$ cat src/rtl/symbolic_qkd_pkg.sv
// Shared types for the symbolic QKD reader: FSM states, key status codes, request metadata.
package symbolic_qkd_pkg;

   localparam int unsigned BYTE_W = 8;

   typedef enum logic [2:0] {
      ST_IDLE,
      ST_INIT,
      ST_READ,
      ST_CHECK,
      ST_DONE
   } state_e;

   typedef enum logic [1:0] {
      KEY_OK        = 2'd0,
      KEY_EXHAUSTED = 2'd1,
      KEY_TAMPER    = 2'd2
   } key_status_e;

   typedef struct packed {
      logic [1:0] basis;
      logic [1:0] phase;
      logic [3:0] identity;
   } req_meta_t;

endpackage

$ cat src/rtl/symbolic_qkd_key_assembler.sv
// Key byte-slot storage with clear, and a registered key output that reads zero unless published OK.
module symbolic_qkd_key_assembler
   import symbolic_qkd_pkg::*;
#(
   parameter int unsigned KEY_BYTES = 4,
   parameter int unsigned SLOT_W    = $clog2(KEY_BYTES + 1)
) (
   input  logic                        clk,
   input  logic                        rst_n,
   input  logic                        clear_i,
   input  logic                        wr_en_i,
   input  logic [SLOT_W-1:0]           slot_i,
   input  logic [BYTE_W-1:0]           byte_i,
   input  logic                        show_i,
   output logic [BYTE_W*KEY_BYTES-1:0] key_data_o
);

   logic [BYTE_W*KEY_BYTES-1:0] key_q, key_d;
   logic [BYTE_W*KEY_BYTES-1:0] out_q;

   always_comb begin
      key_d = key_q;
      if (clear_i) begin
         key_d = '0;
      end else begin
         for (int unsigned k = 0; k < KEY_BYTES; k++) begin
            if (wr_en_i && slot_i == SLOT_W'(k)) key_d[k*BYTE_W +: BYTE_W] = byte_i;
         end
      end
   end

   always_ff @(posedge clk or negedge rst_n) begin
      if (!rst_n) begin
         key_q <= '0;
         out_q <= '0;
      end else begin
         key_q <= key_d;
         out_q <= show_i ? key_q : '0;
      end
   end

   assign key_data_o = out_q;

endmodule

$ cat src/rtl/symbolic_qkd_reader.sv
// Reader-side sifting controller for a bank of read-once symbolic QKD cells.
// Optional SYMBOLIC_QKD_READER_FUSE_CHECK_EN: treat a missing or stray collapse fuse pulse as tamper.
module symbolic_qkd_reader
   import symbolic_qkd_pkg::*;
#(
   parameter int unsigned N_CELLS   = 16,
   parameter int unsigned KEY_BYTES = 4
) (
   input  logic                        clk,
   input  logic                        reset_n,
   input  logic                        req_valid,
   output logic                        req_ready,
   input  logic [1:0]                  req_basis,
   input  logic [1:0]                  req_phase,
   input  logic [3:0]                  req_identity,
   output logic                        reg_init,
   output logic [N_CELLS-1:0]          reg_read,
   output logic [1:0]                  reg_basis,
   output logic [1:0]                  reg_phase,
   output logic [3:0]                  reg_identity,
   input  logic [BYTE_W*N_CELLS-1:0]   reg_value,
   input  logic [N_CELLS-1:0]          reg_oe,
   input  logic [N_CELLS-1:0]          reg_fuse_fire,
   output logic                        reg_fuse_blow,
   output logic                        key_valid,
   input  logic                        key_ready,
   output logic [BYTE_W*KEY_BYTES-1:0] key_data,
   output logic [1:0]                  key_status,
   output logic [7:0]                  rej_count
);

   localparam int unsigned PTR_W = $clog2(N_CELLS + 1);
   localparam int unsigned IDX_W = $clog2(N_CELLS);
   localparam int unsigned CNT_W = $clog2(KEY_BYTES + 1);

   state_e             state_q, state_d;
   key_status_e        status_q, status_d;
   req_meta_t          meta_q, meta_d;
   logic [PTR_W-1:0]   ptr_q, ptr_d;
   logic [CNT_W-1:0]   cnt_q, cnt_d;
   logic [7:0]         rej_q, rej_d;
   logic               acc_q, acc_d;
   logic               tamper_q, tamper_d;
   logic               req_ready_q, reg_init_q, key_valid_q;
   logic [N_CELLS-1:0] reg_read_q;

   logic [IDX_W-1:0]   idx;
   logic [N_CELLS-1:0] sel, sel_d;
   logic               stray_oe, fuse_bad, key_clear, key_wr;

   assign idx      = ptr_q[IDX_W-1:0];
   assign sel      = N_CELLS'(1) << idx;
   assign sel_d    = N_CELLS'(1) << ptr_d[IDX_W-1:0];
   assign stray_oe = |(reg_oe & ~sel);

`ifdef SYMBOLIC_QKD_READER_FUSE_CHECK_EN
   assign fuse_bad = !reg_fuse_fire[idx] || (|(reg_fuse_fire & ~sel));
`else
   logic unused_fuse;
   assign unused_fuse = ^reg_fuse_fire;
   assign fuse_bad    = 1'b0;
`endif

   // Next-state and datapath control
   always_comb begin
      state_d   = state_q;
      status_d  = status_q;
      meta_d    = meta_q;
      ptr_d     = ptr_q;
      cnt_d     = cnt_q;
      rej_d     = rej_q;
      acc_d     = acc_q;
      tamper_d  = tamper_q;
      key_clear = 1'b0;
      key_wr    = 1'b0;
      unique case (state_q)
         ST_IDLE: begin
            if (req_valid) begin
               meta_d = '{basis: req_basis, phase: req_phase, identity: req_identity};
               if (tamper_q) begin
                  state_d  = ST_DONE;
                  status_d = KEY_TAMPER;
               end else if (ptr_q == PTR_W'(N_CELLS)) begin
                  state_d  = ST_DONE;
                  status_d = KEY_EXHAUSTED;
               end else begin
                  state_d   = ST_INIT;
                  cnt_d     = '0;
                  key_clear = 1'b1;
               end
            end
         end
         ST_INIT: state_d = ST_READ;
         ST_READ: begin
            acc_d  = reg_oe[idx];
            key_wr = reg_oe[idx];
            if (stray_oe) begin
               state_d  = ST_DONE;
               status_d = KEY_TAMPER;
               tamper_d = 1'b1;
            end else begin
               state_d = ST_CHECK;
            end
         end
         ST_CHECK: begin
            ptr_d = ptr_q + PTR_W'(1);
            if (acc_q)               cnt_d = cnt_q + CNT_W'(1);
            else if (rej_q != 8'hFF) rej_d = rej_q + 8'd1;
            if (fuse_bad) begin
               state_d  = ST_DONE;
               status_d = KEY_TAMPER;
               tamper_d = 1'b1;
            end else if (cnt_d == CNT_W'(KEY_BYTES)) begin
               state_d  = ST_DONE;
               status_d = KEY_OK;
            end else if (ptr_d == PTR_W'(N_CELLS)) begin
               state_d  = ST_DONE;
               status_d = KEY_EXHAUSTED;
            end else begin
               state_d = ST_READ;
            end
         end
         ST_DONE: begin
            if (key_ready) begin
               state_d  = ST_IDLE;
               status_d = KEY_OK;
            end
         end
         default: state_d = ST_IDLE;
      endcase
   end

   always_ff @(posedge clk or negedge reset_n) begin
      if (!reset_n) begin
         state_q     <= ST_IDLE;
         status_q    <= KEY_OK;
         meta_q      <= '0;
         ptr_q       <= '0;
         cnt_q       <= '0;
         rej_q       <= '0;
         acc_q       <= 1'b0;
         tamper_q    <= 1'b0;
         req_ready_q <= 1'b0;
         reg_init_q  <= 1'b0;
         reg_read_q  <= '0;
         key_valid_q <= 1'b0;
      end else begin
         state_q     <= state_d;
         status_q    <= status_d;
         meta_q      <= meta_d;
         ptr_q       <= ptr_d;
         cnt_q       <= cnt_d;
         rej_q       <= rej_d;
         acc_q       <= acc_d;
         tamper_q    <= tamper_d;
         req_ready_q <= (state_d == ST_IDLE);
         reg_init_q  <= (state_d == ST_INIT);
         reg_read_q  <= (state_d == ST_READ) ? sel_d : '0;
         key_valid_q <= (state_d == ST_DONE);
      end
   end

   symbolic_qkd_key_assembler #(
      .KEY_BYTES (KEY_BYTES),
      .SLOT_W    (CNT_W)
   ) u_key (
      .clk        (clk),
      .rst_n      (reset_n),
      .clear_i    (key_clear),
      .wr_en_i    (key_wr),
      .slot_i     (cnt_q),
      .byte_i     (reg_value[idx*BYTE_W +: BYTE_W]),
      .show_i     ((state_d == ST_DONE) && (status_d == KEY_OK)),
      .key_data_o (key_data)
   );

   assign req_ready     = req_ready_q;
   assign reg_init      = reg_init_q;
   assign reg_read      = reg_read_q;
   assign reg_basis     = meta_q.basis;
   assign reg_phase     = meta_q.phase;
   assign reg_identity  = meta_q.identity;
   assign reg_fuse_blow = tamper_q;
   assign key_valid     = key_valid_q;
   assign key_status    = status_q;
   assign rej_count     = rej_q;

endmodule

$ cat config.mk
export PLATFORM = sky130hd
export DESIGN_NAME = symbolic_qkd_reader
export DESIGN_NICKNAME = d
export VERILOG_FILES = /design/src/rtl/symbolic_qkd_pkg.sv /design/src/rtl/symbolic_qkd_key_assembler.sv /design/src/rtl/symbolic_qkd_reader.sv
export SDC_FILE = /design/constraint.sdc
export NUM_CORES = 1
export LEC_CHECK = 0
export CAP_MARGIN = 20
export CORE_ASPECT_RATIO = 2
export CORE_MARGIN = 1
export CORE_UTILIZATION = 41
export CTS_CLUSTER_DIAMETER = 150
export CTS_CLUSTER_SIZE = 25
export DETAILED_ROUTE_END_ITERATION = 7
export PLACE_DENSITY = 0.79
export SYNTH_ARGS = -nofsm -noshare
export SYNTH_HDL_FRONTEND = slang
export SYNTH_SLANG_ARGS = --single-unit
$ cat constraint.sdc
create_clock -name clk -period 2.18 [get_ports clk]
set_input_delay 0.327 -clock clk [delete_from_list [all_inputs] [get_ports clk]]
set_output_delay 0.327 -clock clk [all_outputs]
set_load 0.02 [all_outputs]
# [Word level (Yosys, flattened, before mapping)]
# Cells that the tools add are included.
# W data, S select, Z words.
[classes] n_addsub=3 multipliers=0 n_div=0 magnitude_cmp=1 eq_ne=17 shifts=3 mux=37 bitwise=3 n_reduce_logical=19
[ops] cell="$shiftx A128 B8 Y8" count=1
[ops] cell="$mux W32" count=2
[ops] cell="$mux W3" count=12
[ops] cell="$mux W8" count=4
[ops] cell="$shl A1 B4 Y16 const A" count=2
[ops] cell="$and A16 B16 Y16" count=1
[ops] cell="$mux W16" count=1
[ops] cell="$not A16 Y16" count=1
[ops] cell="$reduce_or A16 Y1" count=1
[ops] cell="$eq A3 B2 Y1 const B" count=5
[ops] cell="$pmux W3 S5" count=1
[ops] cell="$mux W2" count=7
[ops] cell="$eq A5 B5 Y1 const B" count=2
[ops] cell="$reduce_bool A2 Y1" count=5
[ops] cell="$eq A3 B1 Y1 const B" count=3
[ops] cell="$eq A3 B3 Y1 const B" count=3
[ops] cell="$logic_not A3 Y1" count=3
[ops] cell="$add A8 B1 Y8 const B" count=1
[ops] cell="$ne A8 B8 Y1 const B" count=1
[ops] cell="$pmux W2 S4" count=1
[ops] cell="$mux W1" count=6
[ops] cell="$ne A2 B2 Y1 const B" count=3
[ops] cell="$pmux W3 S2" count=1
[ops] cell="$add A5 B1 Y5 const B" count=1
[ops] cell="10 further kinds" count=15
[totals] ff_bits=114 latchBits=0 mem_bits_rw=0 romBits=0 inputBits=172 out_inout_bits=70 word_cells=103 memories=0

# [Logic depth before layout (Yosys ltp)]
[depth] word_depth=9 depth_mapped=11 ltp_nobuf=7

# [Hierarchy]
# Synthesis repeated with hierarchy kept, for this count alone.
[unflattened] cells_unflattened=500 hier_area_um2=6311.1
[modules_own_cells] module="symbolic_qkd_reader" instances=1 cells_per_inst=317 area_each_um2=3823.7 seq_area_each_um2=1251.2
[modules_own_cells] module="symbolic_qkd_key_assembler" instances=1 cells_per_inst=183 area_each_um2=2487.4 seq_area_each_um2=1601.5

# [Least setup slack after synthesis]
# OpenSTA, ideal clock, no wires.
[synth_path] path_kind="register to register" startpoint="reg ptr_q[0]" endpoint="reg u_key.out_q[10], in the netlist u_key.key_data_o[10]" arrival_ns=2.231 t_required_ns=2.053 path_slack_ns=-0.178 path_stages_with_launch=12 path_buffers=4 path_cell_list="dfrtp_1 > buf_2 > buf_4 > inv_2 > ha_1 > or3b_1 > a21oi_1 > o22a_1 > and4_1 > buf_1 > buf_2 > nor4_2"
[synth_via] elab_chain_cells=9 elab_cells_between_ends=25
[synth_rtl] item="from (decl)" line="symbolic_qkd_reader.sv:39" text="logic [PTR_W-1:0] ptr_q, ptr_d;"
[synth_rtl] item="from (signal assigned)" line="symbolic_qkd_reader.sv:151" text="ptr_q <= ptr_d;"
[synth_rtl] item="branches (longest 7 deep; another with $add A5 B1 Y5)"
[synth_rtl] item="$logic_and A1 B1 Y1 *" line="symbolic_qkd_reader.sv:173" text=".show_i ((state_d == ST_DONE) && (status_d == KEY_OK)),"
[synth_rtl] item="$mux W32 *" line="symbolic_qkd_key_assembler.sv:38" text="out_q <= show_i ? key_q : '0;"
[synth_rtl] item="to (signal assigned)" line="symbolic_qkd_key_assembler.sv:38"
[synth_rtl] item="to (decl)" line="symbolic_qkd_key_assembler.sv:19" text="logic [BYTE_W*KEY_BYTES-1:0] out_q;"
# Every way passes the cells marked *.
# A chain may end at the register's enable or synchronous reset.

# [Worst setup path in the final report]
[layout_path] startpoint="reg ptr_q[0]" endpoint="reg u_key.out_q[6], in the netlist u_key.key_data_o[6]"
# Same word-level chain as after synthesis.

==> out/metrics.yaml <==
run_status:
  status: "finished with violations"
  violations: "setup timing"
logic_synthesis:
  synth_top_family_by_area: "simple AND/OR/NAND/NOR gates"
  synth_compound_area_frac: 0.121
  ys_ff_latch: 114
  synthXorXnorAreaFrac: 0.0133
  synthAdderAreaFrac: 0.0228
  synth.distinct_cells: 60
  synthesis.nets: 778
  syn_inst: 594
  syn-cell-area_sq_mm: 0.00660
  synth-main-ff-cell: "dfrtp_1"
  synth_top_area_share: 0.432
  async_flop_share: 1.00
  synth.area.mux_share: 0.144
  synth_top_cells_by_area: "dfrtp_1 43%, mux4_2 11%, nor4_2 5.7%"
  synth_edf_count: 0
  yosys_warnings: 0
  yosys.area.top_type: "dfrtp_1"
  synth-simple-area-share: 0.206
  ys_seq_area_frac: 0.432
  syn_area_per_cell_sq_um: 11.1
sta:
  clock_skew_ns: 0.00822
  clock.fmax_mhz: 435
  rsz0062_at_grt: "true"
  setup_slack_ns: -0.121
  slew_violations: 0
  fin_setup_tns_ns: -1.81
  period_share: 1.06
  worst_slew_pin_slew_ns: 0.669
  min_period_ns: 2.30
  hold_viol: 0
  hold_ws_ns: 0.323
  finalSetupViolCount: 41
  max_slew_margin: 0.553
placement:
  place_congestion: 0.885
  post-dp-hpwl_um: 15400
  dp.cells: 1035
  portBuffers: 225
  place_area_sq_mm: 0.00939
worst_setup_path:
  endpoint_kind: "flop"
  r2r_setup_slack_ns: -0.12
  start_kind: "flop"
  worstSetupPathType: "flop to flop"
  worst-path-max-fanout: 6
  arrival_ns: 2.60
  worstPathRequired_ns: 2.48
global_routing:
  antenna_found_initial: 0
  overflow: 0
  grt_pass1_vias: 6199
  grt.total_usage: 0.252
  grt_max_degree: 38
  grt_pass1_wl_um: 31800
pwr:
  p_leak_nw: 4.30
  vdd_drop_max_mv: 0.664
  cellPowerDensity_mw_per_mm2: 882
finish:
  final_cell_area_sq_mm: 0.0111
  diodes: 0
  final_cells: 1102
  finalNetCount: 1073
  multi_input_area_sq_mm: 0.00401
  drive_above_1_share: 0.313
  regArea_sq_mm: 0.00286
  nFillCells: 1107
  area_growth_pct: 68.2
floorplanning:
  die_area_sq_mm: 0.0166
  fp.dieW_um: 91.7
  ios: 242
  fp.dieH_um: 181
  core_area_sq_mm: 0.0158
  start_util: 0.418
  rows: 65
routing:
  wl_per_cell_um: 21.4
  first_iter_violations: 401
  wl_met1_um: 7890
  dr.pass1.iters: 6
  route.met3.wl_um: 1320
  viasPerCell: 5.79
  num_vias: 6380
  top_layer: "met4"
  ant_nets: 0
  drt-total-wl_um: 23500
  route.detailed.drc: 0
  wl_met2_um: 12900
clocking:
  cts_root_buf: "clkbuf_16"
  cts_tree: "built"
  cts.path.max_buffers: 2
  cts_buffers: 17
  htreeDepth: 4
  clock_latency_ns: 0.41
  cts.sinks: 114
  clk_pin_slew_ns: 0.05
hold_path:
  hold_class: "primary input to async pin"
job:
  max-cap-violations: 0
[sequential cells by signal (all words and copies together), names as in the netlist]
signal	flops
acc_q	1
cnt_q	3
key_status	2
key_valid	1
ptr_q	5
reg_basis	2
reg_fuse_blow	1
reg_identity	4
reg_init	1
reg_phase	2
reg_read	16
rej_count	8
req_ready	1
state_q	3
u_key.key_data_o	32
u_key.key_q	32
[stage by stage]
stage | utilization | power (mW) | setup slack [ns]
2_1_floorplan | - | 4.69 | 0.0107
5_1_grt | 0.703 | 10.1 | -0.198
3_3_place_gp | 0.595 | 5.89 | -0.0308
3_5_place_dp | 0.595 | 5.97 | -0.0817
6_report | 0.703 | 9.78 | -0.121
4_1_cts | 0.645 | 8.93 | -0.0246
[routing by layer]
layer / up-vias / track usage
li1: 2844 / -
met1: 3112 / 0.273
met2: 328 / 0.449
met3: 96 / 0.0477
met4: 0 / 0.148
met5: - / 0
[path summary, 6_finish.rpt]
kind / startpoint / endpoint / depth (start not counted)
setup / recovery: ptr_q[0] / u_key.key_data_o[6] / 11
hold / removal: reset_n / reg_read[11] / 2
setup reg to reg: ptr_q[0] / u_key.key_data_o[6] / 11
hold reg to reg: reg_identity[2] / reg_identity[2] / 1
max in group asynchronous: reset_n / u_key.key_q[19] / 3
min in group clk: reg_identity[2] / reg_identity[2] / 1
[cell usage after synthesis (all sizes together) (2+ instances only)]
cell and number:
a31oi 5, mux4 32, nor2b 7, and2 2, nor2 16, nand3b 4
o22ai 2, nor4b 3, nor3 3, ha 12, a211o 4, nand2 57
a21o 2, mux2i 13, nand3 42, xor2 4, or2 2, o21a 2
clkbuf 5, nor3b 2, xnor2 6, nand4 10, inv 17, buf 43
a22oi 18, and4 10, mux2 9, a21oi 41, or3b 2, a211oi 2
o21ai 38, o211ai 2, dfrtp 114, nor4 50
[logic make-up (layout without fill, tap and decap cells)]
group	count (synthesis)	in the layout
buffers and inverters	66	372
adders and majority gates	12	12
DFF	114	114
and+or+nand+nor	213	213
xor gates and xnor gates	10	10
muxes	54	54
AOI/OAI and AO/OA	125	126
[where the power goes]
part           internal [mW]  total, mW  switching (mW)
Clock                   1.79       2.76           0.962
Combinational           2.22       4.40            2.18
Sequential              2.39       2.62           0.229
Total                   6.41       9.78            3.37
[worst max-delay path, cell delays in order (launching register included)]
cell	delay, ns
dfrtp_2	0.45
buf_6	0.14
inv_6	0.06
ha_4	0.13
nor4bb_4	0.33
nand2_1	0.16
a32oi_4	0.24
buf_12	0.16
clkbuf_16	0.15
buf_12	0.11
nand2_1	0.06
nor4_2	0.20
[area by class of cell]
type | instances | share of cell area
clock buffer | 23 | 0.0440
clock inverter | 8 | 0.00925
inverter | 18 | 0.00688
multi-input combinational | 415 | 0.361
sequential | 114 | 0.257
tap | 201 | 0.0227
timing repair buffer | 323 | 0.298
[cells in the final DEF (no fill, tap or decap), types with 6 or more instances in the layout]
cell             count
clkdlybuf4s50_1    224
dfrtp_1            112
buf_4               72
nand3_1             40
nand2_1             40
a21oi_1             38
o21ai_1             34
nor4_4              34
mux4_2              32
clkbuf_16           24
nand2_2             15
a22oi_1             15
nor4_2              14
inv_1               13
nor2_1              13
buf_12              13
mux2i_1             12
nand4_1             10
mux2_2               9
xnor2_1              6
nor2b_1              6
[what timing repair did]
action,CTS,global route
resized for setup,24,98
hold buffers,1,0
gates cloned,3,8
buffers inserted,3,22
hold endpoints to repair,15,0
pin swaps,5,22
setup endpoints to repair,57,86
Note: power is estimated with default switching activity, not from simulation.
